### config.mk
export PLATFORM = sky130hd
export DESIGN_NAME = mem_stage_ctrl
export DESIGN_NICKNAME = d
export VERILOG_FILES = /design/src/rtl/mem_pkg.sv /design/src/rtl/mem_stage_ctrl_load_extract.sv /design/src/rtl/mem_stage_ctrl.sv
export SDC_FILE = /design/constraint.sdc
export NUM_CORES = 1
export LEC_CHECK = 0
export ABC_AREA = 1
export BUFFER_PORTS_ARGS = -buffer_cell sky130_fd_sc_hd__buf_4
export CAP_MARGIN = 20
export CELL_PAD_IN_SITES_DETAIL_PLACEMENT = 0
export CELL_PAD_IN_SITES_GLOBAL_PLACEMENT = 1
export CORE_MARGIN = 4
export CORE_UTILIZATION = 37
export CTS_CLUSTER_SIZE = 16
export DETAILED_ROUTE_END_ITERATION = 6
export PLACE_DENSITY = 0.8
export SYNTH_ARGS = -nofsm -noshare
export SYNTH_HDL_FRONTEND = slang
export SYNTH_HIERARCHICAL = 1
export SYNTH_SLANG_ARGS = --single-unit
export TNS_END_PERCENT = 20
### constraint.sdc
create_clock -name clk -period 2.7 [get_ports clk]
set_input_delay 0.135 -clock clk [delete_from_list [all_inputs] [get_ports clk]]
set_output_delay 0.135 -clock clk [all_outputs]
set_load 0.03 [all_outputs]
### src/rtl/mem_pkg.sv
// Shared definitions for the MEM-stage controller: load/store size encodings,
// byte-lane size masks, the FSM state type and the alignment check.
package mem_pkg;

  localparam logic [2:0] F3_B  = 3'b000;
  localparam logic [2:0] F3_H  = 3'b001;
  localparam logic [2:0] F3_W  = 3'b010;
  localparam logic [2:0] F3_D  = 3'b011;
  localparam logic [2:0] F3_BU = 3'b100;
  localparam logic [2:0] F3_HU = 3'b101;
  localparam logic [2:0] F3_WU = 3'b110;

  typedef enum logic [0:0] {
    ST_IDLE = 1'b0,
    ST_WAIT = 1'b1
  } state_t;

  // Byte-lane mask of the access size, before shifting by the offset.
  function automatic logic [7:0] size_mask(input logic [2:0] func3);
    logic [7:0] mask;
    case (func3)
      F3_B, F3_BU: mask = 8'h01;
      F3_H, F3_HU: mask = 8'h03;
      F3_W, F3_WU: mask = 8'h0F;
      F3_D:        mask = 8'hFF;
      default:     mask = 8'h00;
    endcase
    return mask;
  endfunction

  // Encodings the datapath cannot serve are reported as misaligned too.
  function automatic logic is_misaligned(input logic [2:0] func3,
                                         input logic [2:0] off,
                                         input logic       is64);
    logic bad;
    case (func3)
      F3_B, F3_BU: bad = 1'b0;
      F3_H, F3_HU: bad = off[0];
      F3_W:        bad = (off[1:0] != 2'b00);
      F3_WU:       bad = is64 ? (off[1:0] != 2'b00) : 1'b1;
      F3_D:        bad = is64 ? (off != 3'b000) : 1'b1;
      default:     bad = 1'b1;
    endcase
    return bad;
  endfunction

endpackage

### src/rtl/mem_stage_ctrl_load_extract.sv
// Load data extraction: move the addressed bytes down to bit 0, keep the
// access size and sign- or zero-extend to the full datapath width.
module load_extract
  import mem_pkg::*;
#(
  parameter int XLEN = 32
) (
  input  logic [XLEN-1:0] rdata,
  input  logic [2:0]      off,
  input  logic [2:0]      func3,
  output logic [XLEN-1:0] data
);

  logic [XLEN-1:0] shifted_s;
  logic [XLEN-1:0] keep_s;
  logic            sign_s;

  // Shift, mask to size, then extend (func3[2] set means unsigned).
  always_comb begin
    shifted_s = rdata >> {off, 3'b000};
    keep_s    = '0;
    sign_s    = 1'b0;
    case (func3)
      F3_B, F3_BU: begin
        keep_s = XLEN'(64'h0000_0000_0000_00FF);
        sign_s = shifted_s[7];
      end
      F3_H, F3_HU: begin
        keep_s = XLEN'(64'h0000_0000_0000_FFFF);
        sign_s = shifted_s[15];
      end
      F3_W, F3_WU: begin
        keep_s = XLEN'(64'h0000_0000_FFFF_FFFF);
        sign_s = shifted_s[31];
      end
      F3_D: begin
        keep_s = '1;
        sign_s = 1'b0;
      end
      default: begin
        keep_s = '0;
        sign_s = 1'b0;
      end
    endcase
    if (!func3[2] && sign_s) begin
      data = (shifted_s & keep_s) | ~keep_s;
    end else begin
      data = shifted_s & keep_s;
    end
  end

endmodule

### src/rtl/mem_stage_ctrl.sv
// MEM-stage controller: issues data-memory accesses on a req/ready bus, holds
// the pipeline while an access is outstanding and registers MEM/WB results.
module mem_stage_ctrl
  import mem_pkg::*;
#(
  parameter int XLEN    = 32,
  parameter int ADDR_W  = 32,
  parameter int TIMEOUT = 15
) (
  input  logic                clk,
  input  logic                rst_n,
  input  logic                in_valid,
  input  logic [XLEN-1:0]     in_alu_out,
  input  logic [XLEN-1:0]     in_rv2,
  input  logic [XLEN-1:0]     in_pc_imm,
  input  logic [XLEN-1:0]     in_imm,
  input  logic [4:0]          in_rd,
  input  logic [1:0]          in_reg_in_sel,
  input  logic [2:0]          in_func3,
  input  logic                in_is_load,
  input  logic                in_is_store,
  input  logic                in_reg_wr,
  input  logic                flush,
  output logic                stall,
  output logic                dmem_req,
  output logic [XLEN/8-1:0]   dmem_we,
  output logic [ADDR_W-1:0]   dmem_addr,
  output logic [XLEN-1:0]     dmem_wdata,
  input  logic                dmem_ready,
  input  logic [XLEN-1:0]     dmem_rdata,
  output logic                wb_valid,
  output logic [XLEN-1:0]     wb_alu_out,
  output logic [XLEN-1:0]     wb_data,
  output logic [XLEN-1:0]     wb_pc_imm,
  output logic [XLEN-1:0]     wb_imm,
  output logic [4:0]          wb_rd,
  output logic [1:0]          wb_reg_in_sel,
  output logic                wb_mem_reg,
  output logic                wb_reg_wr,
  output logic                exc_misalign,
  output logic                exc_bus
);

  localparam int NB = XLEN / 8;
  localparam int OB = $clog2(NB);
  localparam int CW = (TIMEOUT > 0) ? $clog2(TIMEOUT + 1) : 1;
  localparam logic [CW-1:0]     TO_V       = CW'(TIMEOUT);
  localparam logic              TO_EN      = (TIMEOUT > 0) ? 1'b1 : 1'b0;
  localparam logic              IS64       = (XLEN == 64) ? 1'b1 : 1'b0;
  localparam logic [ADDR_W-1:0] ALIGN_MASK = ~ADDR_W'(NB - 1);

  state_t state_r, state_s;
  logic [CW-1:0] count_r, count_s;

  logic [2:0]        off_s;
  logic              ld_s, st_s, mem_op_s, misalign_s;
  logic              issue_s, wait_s, timeout_s, kill_s;
  logic [ADDR_W-1:0] addr_s;
  logic [15:0]       we_wide_s;
  logic [NB-1:0]     we_s;
  logic [XLEN-1:0]   wdata_s;

  logic [ADDR_W-1:0] lat_addr_r;
  logic [NB-1:0]     lat_we_r;
  logic [XLEN-1:0]   lat_wdata_r, lat_alu_r, lat_pc_imm_r, lat_imm_r;
  logic [4:0]        lat_rd_r;
  logic [1:0]        lat_sel_r;
  logic              lat_reg_wr_r, lat_is_load_r, lat_kill_r;
  logic [2:0]        lat_off_r, lat_f3_r;

  logic [2:0]      ext_off_s, ext_f3_s;
  logic [XLEN-1:0] load_data_s;

  logic            nx_valid_s, nx_mem_reg_s, nx_reg_wr_s, nx_exc_mis_s, nx_exc_bus_s;
  logic [XLEN-1:0] nx_alu_s, nx_data_s, nx_pc_imm_s, nx_imm_s;
  logic [4:0]      nx_rd_s;
  logic [1:0]      nx_sel_s;

  // Decode the incoming slot: size/alignment, lane-aligned store data and enables.
  always_comb begin
    off_s      = 3'(in_alu_out[OB-1:0]);
    ld_s       = in_is_load & ~in_is_store;
    st_s       = in_is_store;
    mem_op_s   = in_is_load | in_is_store;
    misalign_s = is_misaligned(in_func3, off_s, IS64);
    wait_s     = (state_r == ST_WAIT);
    timeout_s  = wait_s & TO_EN & (count_r == TO_V);
    issue_s    = rst_n & (state_r == ST_IDLE) & in_valid & mem_op_s & ~misalign_s & ~flush;
    kill_s     = lat_kill_r | flush;
    addr_s     = ADDR_W'(in_alu_out) & ALIGN_MASK;
    we_wide_s  = {8'h00, size_mask(in_func3)} << off_s;
    if (st_s) begin
      we_s = we_wide_s[NB-1:0];
    end else begin
      we_s = '0;
    end
    wdata_s = in_rv2 << {off_s, 3'b000};
  end

  // Bus drive: live request on issue, latched copy while waiting, idle otherwise.
  always_comb begin
    dmem_req   = 1'b0;
    dmem_we    = '0;
    dmem_addr  = '0;
    dmem_wdata = '0;
    if (issue_s) begin
      dmem_req   = 1'b1;
      dmem_we    = we_s;
      dmem_addr  = addr_s;
      dmem_wdata = wdata_s;
    end else if (wait_s && !timeout_s) begin
      dmem_req   = 1'b1;
      dmem_we    = lat_we_r;
      dmem_addr  = lat_addr_r;
      dmem_wdata = lat_wdata_r;
    end else begin
      dmem_req = 1'b0;
    end
    stall = (issue_s & ~dmem_ready) | (wait_s & ~timeout_s & ~dmem_ready);
  end

  // Extraction uses the live offset/size on a same-cycle hit, the latched ones when waiting.
  always_comb begin
    if (wait_s) begin
      ext_off_s = lat_off_r;
      ext_f3_s  = lat_f3_r;
    end else begin
      ext_off_s = off_s;
      ext_f3_s  = in_func3;
    end
  end

  load_extract #(.XLEN(XLEN)) u_load_extract (
    .rdata (dmem_rdata),
    .off   (ext_off_s),
    .func3 (ext_f3_s),
    .data  (load_data_s)
  );

  // Next state, wait counter and next MEM/WB slot contents.
  always_comb begin
    state_s      = state_r;
    count_s      = count_r;
    nx_valid_s   = 1'b0;
    nx_mem_reg_s = 1'b0;
    nx_reg_wr_s  = 1'b0;
    nx_exc_mis_s = 1'b0;
    nx_exc_bus_s = 1'b0;
    nx_data_s    = '0;
    nx_alu_s     = in_alu_out;
    nx_pc_imm_s  = in_pc_imm;
    nx_imm_s     = in_imm;
    nx_rd_s      = in_rd;
    nx_sel_s     = in_reg_in_sel;
    case (state_r)
      ST_IDLE: begin
        count_s = '0;
        if (in_valid && !flush) begin
          if (mem_op_s && misalign_s) begin
            nx_valid_s   = 1'b1;
            nx_exc_mis_s = 1'b1;
          end else if (mem_op_s) begin
            if (dmem_ready) begin
              nx_valid_s   = 1'b1;
              nx_reg_wr_s  = ld_s & in_reg_wr;
              nx_mem_reg_s = ld_s;
              nx_data_s    = ld_s ? load_data_s : '0;
            end else begin
              state_s = ST_WAIT;
              if (TO_EN) begin
                count_s = CW'(1);
              end else begin
                count_s = '0;
              end
            end
          end else begin
            nx_valid_s  = 1'b1;
            nx_reg_wr_s = in_reg_wr;
          end
        end else begin
          nx_valid_s = 1'b0;
        end
      end
      ST_WAIT: begin
        nx_alu_s    = lat_alu_r;
        nx_pc_imm_s = lat_pc_imm_r;
        nx_imm_s    = lat_imm_r;
        nx_rd_s     = lat_rd_r;
        nx_sel_s    = lat_sel_r;
        if (timeout_s) begin
          state_s      = ST_IDLE;
          count_s      = '0;
          nx_valid_s   = ~kill_s;
          nx_exc_bus_s = 1'b1;
        end else if (dmem_ready) begin
          state_s      = ST_IDLE;
          count_s      = '0;
          nx_valid_s   = ~kill_s;
          nx_reg_wr_s  = ~kill_s & lat_reg_wr_r & lat_is_load_r;
          nx_mem_reg_s = lat_is_load_r;
          nx_data_s    = lat_is_load_r ? load_data_s : '0;
        end else begin
          if (TO_EN) begin
            count_s = count_r + CW'(1);
          end else begin
            count_s = count_r;
          end
        end
      end
      default: begin
        state_s = ST_IDLE;
        count_s = '0;
      end
    endcase
  end

  // FSM state and wait counter.
  always_ff @(posedge clk or negedge rst_n) begin
    if (!rst_n) begin
      state_r <= ST_IDLE;
      count_r <= '0;
    end else begin
      state_r <= state_s;
      count_r <= count_s;
    end
  end

  // Latched request copy; a flush while waiting only marks the slot as killed.
  always_ff @(posedge clk or negedge rst_n) begin
    if (!rst_n) begin
      lat_addr_r    <= '0;
      lat_we_r      <= '0;
      lat_wdata_r   <= '0;
      lat_alu_r     <= '0;
      lat_pc_imm_r  <= '0;
      lat_imm_r     <= '0;
      lat_rd_r      <= 5'd0;
      lat_sel_r     <= 2'd0;
      lat_reg_wr_r  <= 1'b0;
      lat_is_load_r <= 1'b0;
      lat_kill_r    <= 1'b0;
      lat_off_r     <= 3'd0;
      lat_f3_r      <= 3'd0;
    end else if (issue_s) begin
      lat_addr_r    <= addr_s;
      lat_we_r      <= we_s;
      lat_wdata_r   <= wdata_s;
      lat_alu_r     <= in_alu_out;
      lat_pc_imm_r  <= in_pc_imm;
      lat_imm_r     <= in_imm;
      lat_rd_r      <= in_rd;
      lat_sel_r     <= in_reg_in_sel;
      lat_reg_wr_r  <= in_reg_wr;
      lat_is_load_r <= ld_s;
      lat_kill_r    <= 1'b0;
      lat_off_r     <= off_s;
      lat_f3_r      <= in_func3;
    end else if (wait_s && flush) begin
      lat_kill_r <= 1'b1;
    end
  end

  // MEM/WB output register.
  always_ff @(posedge clk or negedge rst_n) begin
    if (!rst_n) begin
      wb_valid      <= 1'b0;
      wb_alu_out    <= '0;
      wb_data       <= '0;
      wb_pc_imm     <= '0;
      wb_imm        <= '0;
      wb_rd         <= 5'd0;
      wb_reg_in_sel <= 2'd0;
      wb_mem_reg    <= 1'b0;
      wb_reg_wr     <= 1'b0;
      exc_misalign  <= 1'b0;
      exc_bus       <= 1'b0;
    end else begin
      wb_valid      <= nx_valid_s;
      wb_alu_out    <= nx_alu_s;
      wb_data       <= nx_data_s;
      wb_pc_imm     <= nx_pc_imm_s;
      wb_imm        <= nx_imm_s;
      wb_rd         <= nx_rd_s;
      wb_reg_in_sel <= nx_sel_s;
      wb_mem_reg    <= nx_mem_reg_s;
      wb_reg_wr     <= nx_reg_wr_s;
      exc_misalign  <= nx_exc_mis_s;
      exc_bus       <= nx_exc_bus_s;
    end
  end

endmodule

Yosys cells after proc, flatten, opt, wreduce, memory -nomap -nowiden
Cells that the tools add are included.

storage, ports and cells
  flip-flop bits (word level) = 322
  input port bits = 178
  word-level logic and storage cells = 159

cells by class
  add/sub/neg operators = 1
  equality and inequality tests = 13
  shifts and indexed selects = 3
  muxes and demuxes = 71
  bitwise operators = 26
  reductions and logical operators = 19

operator list
  cell                  number
  $mux W32              16
  $pmux W32 S3          1
  $pmux W32 S2          1
  $mux W1               36
  $and A32 B32 Y32      1
  $not A32 Y32          1
  $or A32 B32 Y32       1
  $pmux W8 S4           1
  $shl A32 B5 Y32       1
  $shr A32 B5 Y32       1
  $mux W4               5
  $eq A3 B3 Y1 const B  6
  $and A1 B1 Y1         13
  $eq A3 B2 Y1 const B  4
  $reduce_or A2 Y1      6
  $pmux W1 S2           4
  $pmux W4 S2           1
  $shl A8 B2 Y4         1
  $not A1 Y1            7
  $eq A3 B1 Y1 const B  2
  $logic_not A3 Y1      2
  $pmux W1 S3           2
  $logic_and A1 B1 Y1   5
  $mux W5               1
  8 further kinds       14

Logic depth before layout (Yosys ltp)
  depth in word-level cells = 13
  gate-level depth with buffers = 16
  mapped depth without buffers = 13

By module
Netlist, hierarchy kept.

by module, submodules not included
  module          instances  cells each  area an instance (µm²)  seq. area each (µm²)
  mem_stage_ctrl  1          1359        11882.6                 7257.0
  load_extract    1          181         828.3                   0.0

Worst setup path after synthesis
Ideal clock, no wire load.

  path kind = flip-flop to flip-flop
  start point = reg state_r
  end point = reg wb_data[10]
  arrival = 2.035 ns
  setup slack = 0.588 ns
  stages on the path, launching flop included = 13
  path buffers = 3
  path through = dfrtp_1 -> inv_2 -> buf_4 -> buf_4 -> clkbuf_1 -> nand2_1 -> o21ai_0 -> nor2_1 -> nor3_1 -> nand2_1 -> nand2_1 -> inv_1 -> a21oi_1

on the way
  word-level cells in the longest chain between the ends = 13
  elaborated cells on any way between the ends = 33
  those cells by class = 6 x eq/ne; 1 x shift; 14 x mux; 5 x bitwise; 7 x reduce/logical

RTL lines
  item                                                                   line                                                                  text
  from (decl)                                                            mem_stage_ctrl.sv:52                                                  state_t state_r, state_s;
  from (signal assigned)                                                 mem_stage_ctrl.sv:223                                                 state_r <= state_s;
  $mux W3 (*)                                                            mem_stage_ctrl.sv:124                                                 if (wait_s) begin
  named net ext_f3_s[0]                                                  mem_stage_ctrl.sv:71                                                  logic [2:0] ext_off_s, ext_f3_s;
  $eq A3 B2 Y1, or another cell as far along                             mem_stage_ctrl_load_extract.sv:23                                     case (func3)
  $reduce_or A3 Y1 (no source line) or $reduce_or A2 Y1 (tied branches)  n/a
  $pmux W32 S3                                                           mem_stage_ctrl_load_extract.sv:23
  $and A32 B32 Y32 or $not A32 Y32 (tied branches)                       mem_stage_ctrl_load_extract.sv:46, mem_stage_ctrl_load_extract.sv:48
  $or A32 B32 Y32                                                        mem_stage_ctrl_load_extract.sv:46                                     data = (shifted_s & keep_s) | ~keep_s;
  $mux W32 (*)                                                           mem_stage_ctrl_load_extract.sv:45                                     if (!func3[2] && sign_s) begin
  named net load_data_s[10]                                              mem_stage_ctrl.sv:72                                                  logic [XLEN-1:0] load_data_s;
  $mux W32                                                               mem_stage_ctrl.sv:167                                                 nx_data_s = ld_s ? load_data_s : '0;
  $mux W32                                                               mem_stage_ctrl.sv:163                                                 if (dmem_ready) begin
  $mux W32                                                               mem_stage_ctrl.sv:162                                                 end else if (mem_op_s) begin
  $mux W32                                                               mem_stage_ctrl.sv:159                                                 if (mem_op_s && misalign_s) begin
  $mux W32                                                               mem_stage_ctrl.sv:158                                                 if (in_valid && !flush) begin
  $pmux W32 S2 (*)                                                       mem_stage_ctrl.sv:155                                                 case (state_r)
  named net nx_data_s[10]                                                mem_stage_ctrl.sv:75                                                  logic [XLEN-1:0] nx_alu_s, nx_data_s, nx_pc_imm_s, nx_imm_s;
  to (signal assigned)                                                   mem_stage_ctrl.sv:280                                                 wb_data <= nx_data_s;
  to (decl)                                                              mem_stage_ctrl.sv:33                                                  output logic [XLEN-1:0] wb_data,

Mark *: on every way through the listed nets, which the timed path passes. The rest lies on a longest branch.
A chain may end at the register's enable or synchronous reset.

Final worst setup path
  start point = reg state_r
  end point = out dmem_addr[19]

on the way
  word-level cells in the longest chain between the ends = 7
  elaborated cells on any way between the ends = 11
  those cells by class = 2 x mux; 7 x bitwise; 2 x reduce/logical

RTL lines
  item                         line                   text
  $not A1 Y1                   n/a
  $and A1 B1 Y1 (5 in series)  mem_stage_ctrl.sv:88   issue_s = rst_n & (state_r == ST_IDLE) & in_valid & mem_op_s & ~misalign_s & ~flush;
  $mux W32 (*)                 mem_stage_ctrl.sv:106  if (issue_s) begin
  to (decl)                    mem_stage_ctrl.sv:27   output logic [ADDR_W-1:0] dmem_addr,

Every way passes the cells marked *; elsewhere a longest branch is shown, timed or not.

==> metrics.csv <==
stage,metric,value,unit
worst_hold_path,hold_start,in_rv2[6],
worst_hold_path,hold_path_class,in2reg,
clock_network,cts-htree-levels,2,
placement,place_area,0.0159,sq mm
finish,seq_area,0.00726,sq mm
grt,grt_pass1_vias,11700,
worst_setup_path,end_kind,output pin,
detailed_routing,wl_per_cell,16.4,um
grt,grt_max_degree,165,
die,start_util,37.7,%
worst_setup_path,worstSetupPathType,reg2out,
clock_network,clk_latency,0.51,ns
worst_hold_path,whs_endpoint,lat_wdata_r[6],
timing,rsz0062_at_grt,no,
job,maxCapViolations,0,
yosys,synth_xor_area_share,0.138,%
die,io_pins,388,
placement,numPortBuffers,385,
timing,clock_skew,0.00894,ns
finish,final_common_cell,nand2_1,
worst_setup_path,worst_ep_required_time,2.57,ns
clock_network,cts_tree,yes,
yosys,yosys_warnings,6,
finish,multiInputGateArea,0.00430,sq mm
yosys,synth_top_family_by_area,simple AND/OR/NAND/NOR gates,
grt,antenna_found_initial,3,
die,core,0.0337,sq mm
timing,hold_violations,0,
die,die_x,193,um
timing,finalCritPeriodShare,95.2,%
yosys,synthSimpleGateAreaFrac,18.6,%
worst_setup_path,reg2reg_to,wb_data[2],
detailed_routing,drt_pass1_iterations,5,
timing,fin_crit,2.57,ns
worst_setup_path,timing.reg2reg.setup_slack,0.19,ns
grt,grt_overflow,0,
clock_network,clock_path_buffers,3,
die,die_area,0.0374,sq mm
yosys,synth.yosys.seq_area_share,57.1,%
yosys,synth_seq_cells,290,
timing,hold_ws,0.0257,ns
clock_network,ctsRootBufferMaster,clkbuf_16,
yosys,synth_top_area_share,57.1,%
worst_setup_path,cp_max_fo,48,
grt,grt_usage,21.3,%
finish,postLayoutCoreUtil,54.8,%
clock_network,clk_pin_slew,0.06,ns
worst_setup_path,reg2reg_depth,11,
worst_setup_path,arrival,2.44,ns
yosys,synth.avg_cell_area,8.25,sq um
yosys,synth.cell_area,0.0127,sq mm
finish,drive_above_1_share,23.4,%
detailed_routing,detail-route-antenna-nets,0,
power_and_ir_drop,p_per_area,673,mW/mm^2
worst_setup_path,startpoint_type,register,
placement,dpl.hpwl,27.5,mm
finish,area_growth,45.4,%
timing,worst_slew_pin_slew,0.958,ns
power_and_ir_drop,power.total,12.4,mW
detailed_routing,routed_via_density,4.72,
grt,grt_pass1_wl,65.9,mm
yosys,yosysTopAreaCell,dfrtp_1,
finish,layout_common_cells,"nand2_1 (514), buf_4 (398), dfrtp_1 (289), o21ai_0 (279), inv_1 (178)",
worst_setup_path,timing.rr.start,state_r,
yosys,synth_mux_area_share,0,%
detailed_routing,drc,0,
detailed_routing,routed_wirelength,40.9,mm
status,status,finished clean,
finish,fill_cells,3026,
power_and_ir_drop,ir_drop,0.444,mV
timing,finalSetupTns,0,ns
yosys,yosys.area_share.adder,0.0984,%
die,row_count,67,
timing,setup_viol,0,
detailed_routing,vias,11800,
die,dieHeight,193,um
finish,final_cell_area,0.0185,sq mm
timing,slew_headroom,36.1,%
detailed_routing,drtIter0Drc,677,
placement,gp_congestion,0.870,
yosys,synthTopCellsByArea,"dfrtp_1 (57%), nand2_1 (15%), o21ai_0 (11%)",
yosys,synth_compound_area_share,14.8,%
clock_network,cts_buffers,34,
power_and_ir_drop,static-leakage-power,9.56,nW
timing,finalMaxSlewViolations,0,
worst_hold_path,min_path_cells,5,
yosys,synth_cell_types,29,
clock_network,clock-sinks,290,
finish,fin_nets,2202,
timing,fmax,389,MHz
yosys,synthCells,1540,
## worst max path at each step
stage	end	start	slack, ns	cells after the start
after floorplan	wb_data[10]	state_r	0.59	12
after global placement	wb_data[15]	state_r	0.39	10
after detailed placement	wb_data[14]	state_r	0.30	10
after CTS	dmem_wdata[3]	state_r	0.06	9
after global routing	dmem_addr[3]	state_r	0.006	10
final	dmem_addr[19]	state_r	0.13	10
## Yosys cell counts (all sizes together)
master / n
a21oi: 59
a22oi: 3
a311oi: 7
a31oi: 5
buf: 54
clkbuf: 39
conb: 1
dfrtp: 290
ha: 1
inv: 184
nand2: 517
nand3: 30
nand3b: 1
nand4: 2
nor2: 49
nor3: 3
o21ai: 293
xnor2: 1
xor2: 1
## cells by family (layout without fill, tap and decap cells)
kind of cell | Yosys count | in the layout
adder cells (fa/ha/maj) | 1 | 1
XOR/XNOR | 2 | 2
buffers and inverters | 277 | 776
other | 1 | 9
AND/OR/NAND/NOR | 602 | 602
flip-flops | 290 | 290
AO/OA/AOI/OAI | 367 | 367
## per-layer routing
metal  track usage, %  vias up  wire (um)
met5                0        -          0
met4             6.69        0       1240
met3             4.96       69       2770
met2             35.1      402      19600
met1             28.2     5516      17300
li1                 -     5788          -
## layout make-up
type	count	area share, %
flip-flops and latches	290	39.3
repair buffers	535	24.4
multi-input cells	978	23.3
clock buffers	48	5.27
inverters	184	3.79
well taps	448	3.03
clock inverters	9	0.928
diodes	3	0.0406
## repair_timing
| item | 4_1_cts | 5_1_grt |
|---|---|---|
| hold buffers | 125 | 0 |
| setup endpoints to repair | 40 | 14 |
| setup buffers | 2 | 2 |
| hold endpoints to repair | 353 | 0 |
| pin swaps | 1 | 1 |
| cloned | 2 | 1 |
| resized for setup | 2 | 0 |
## report_power, final
part           total (mW)  switching (mW)  internal, mW
registers            5.30           0.226          5.07
clock network        4.65            1.83          2.82
logic                2.49            1.54         0.952
## worst max-delay path, stage by stage, from the launching register on
cell     delay, ns
dfrtp_2       0.51
inv_6         0.11
nand2_1       0.08
nor2_4        0.13
nand3_2       0.10
nor2_4        0.15
buf_12        0.14
buf_12        0.22
nand2_1       0.11
o21ai_0       0.13
buf_4         0.22
## per-stage QoR
step / instances / setup slack [ns]
floorplan: 1545 / 0.588
global placement: 2303 / 0.391
detailed placement: 2303 / 0.300
CTS: 2489 / 0.0574
global route: 2495 / 0.00559
finish: 2495 / 0.129
(Power assumes the default switching activity.)
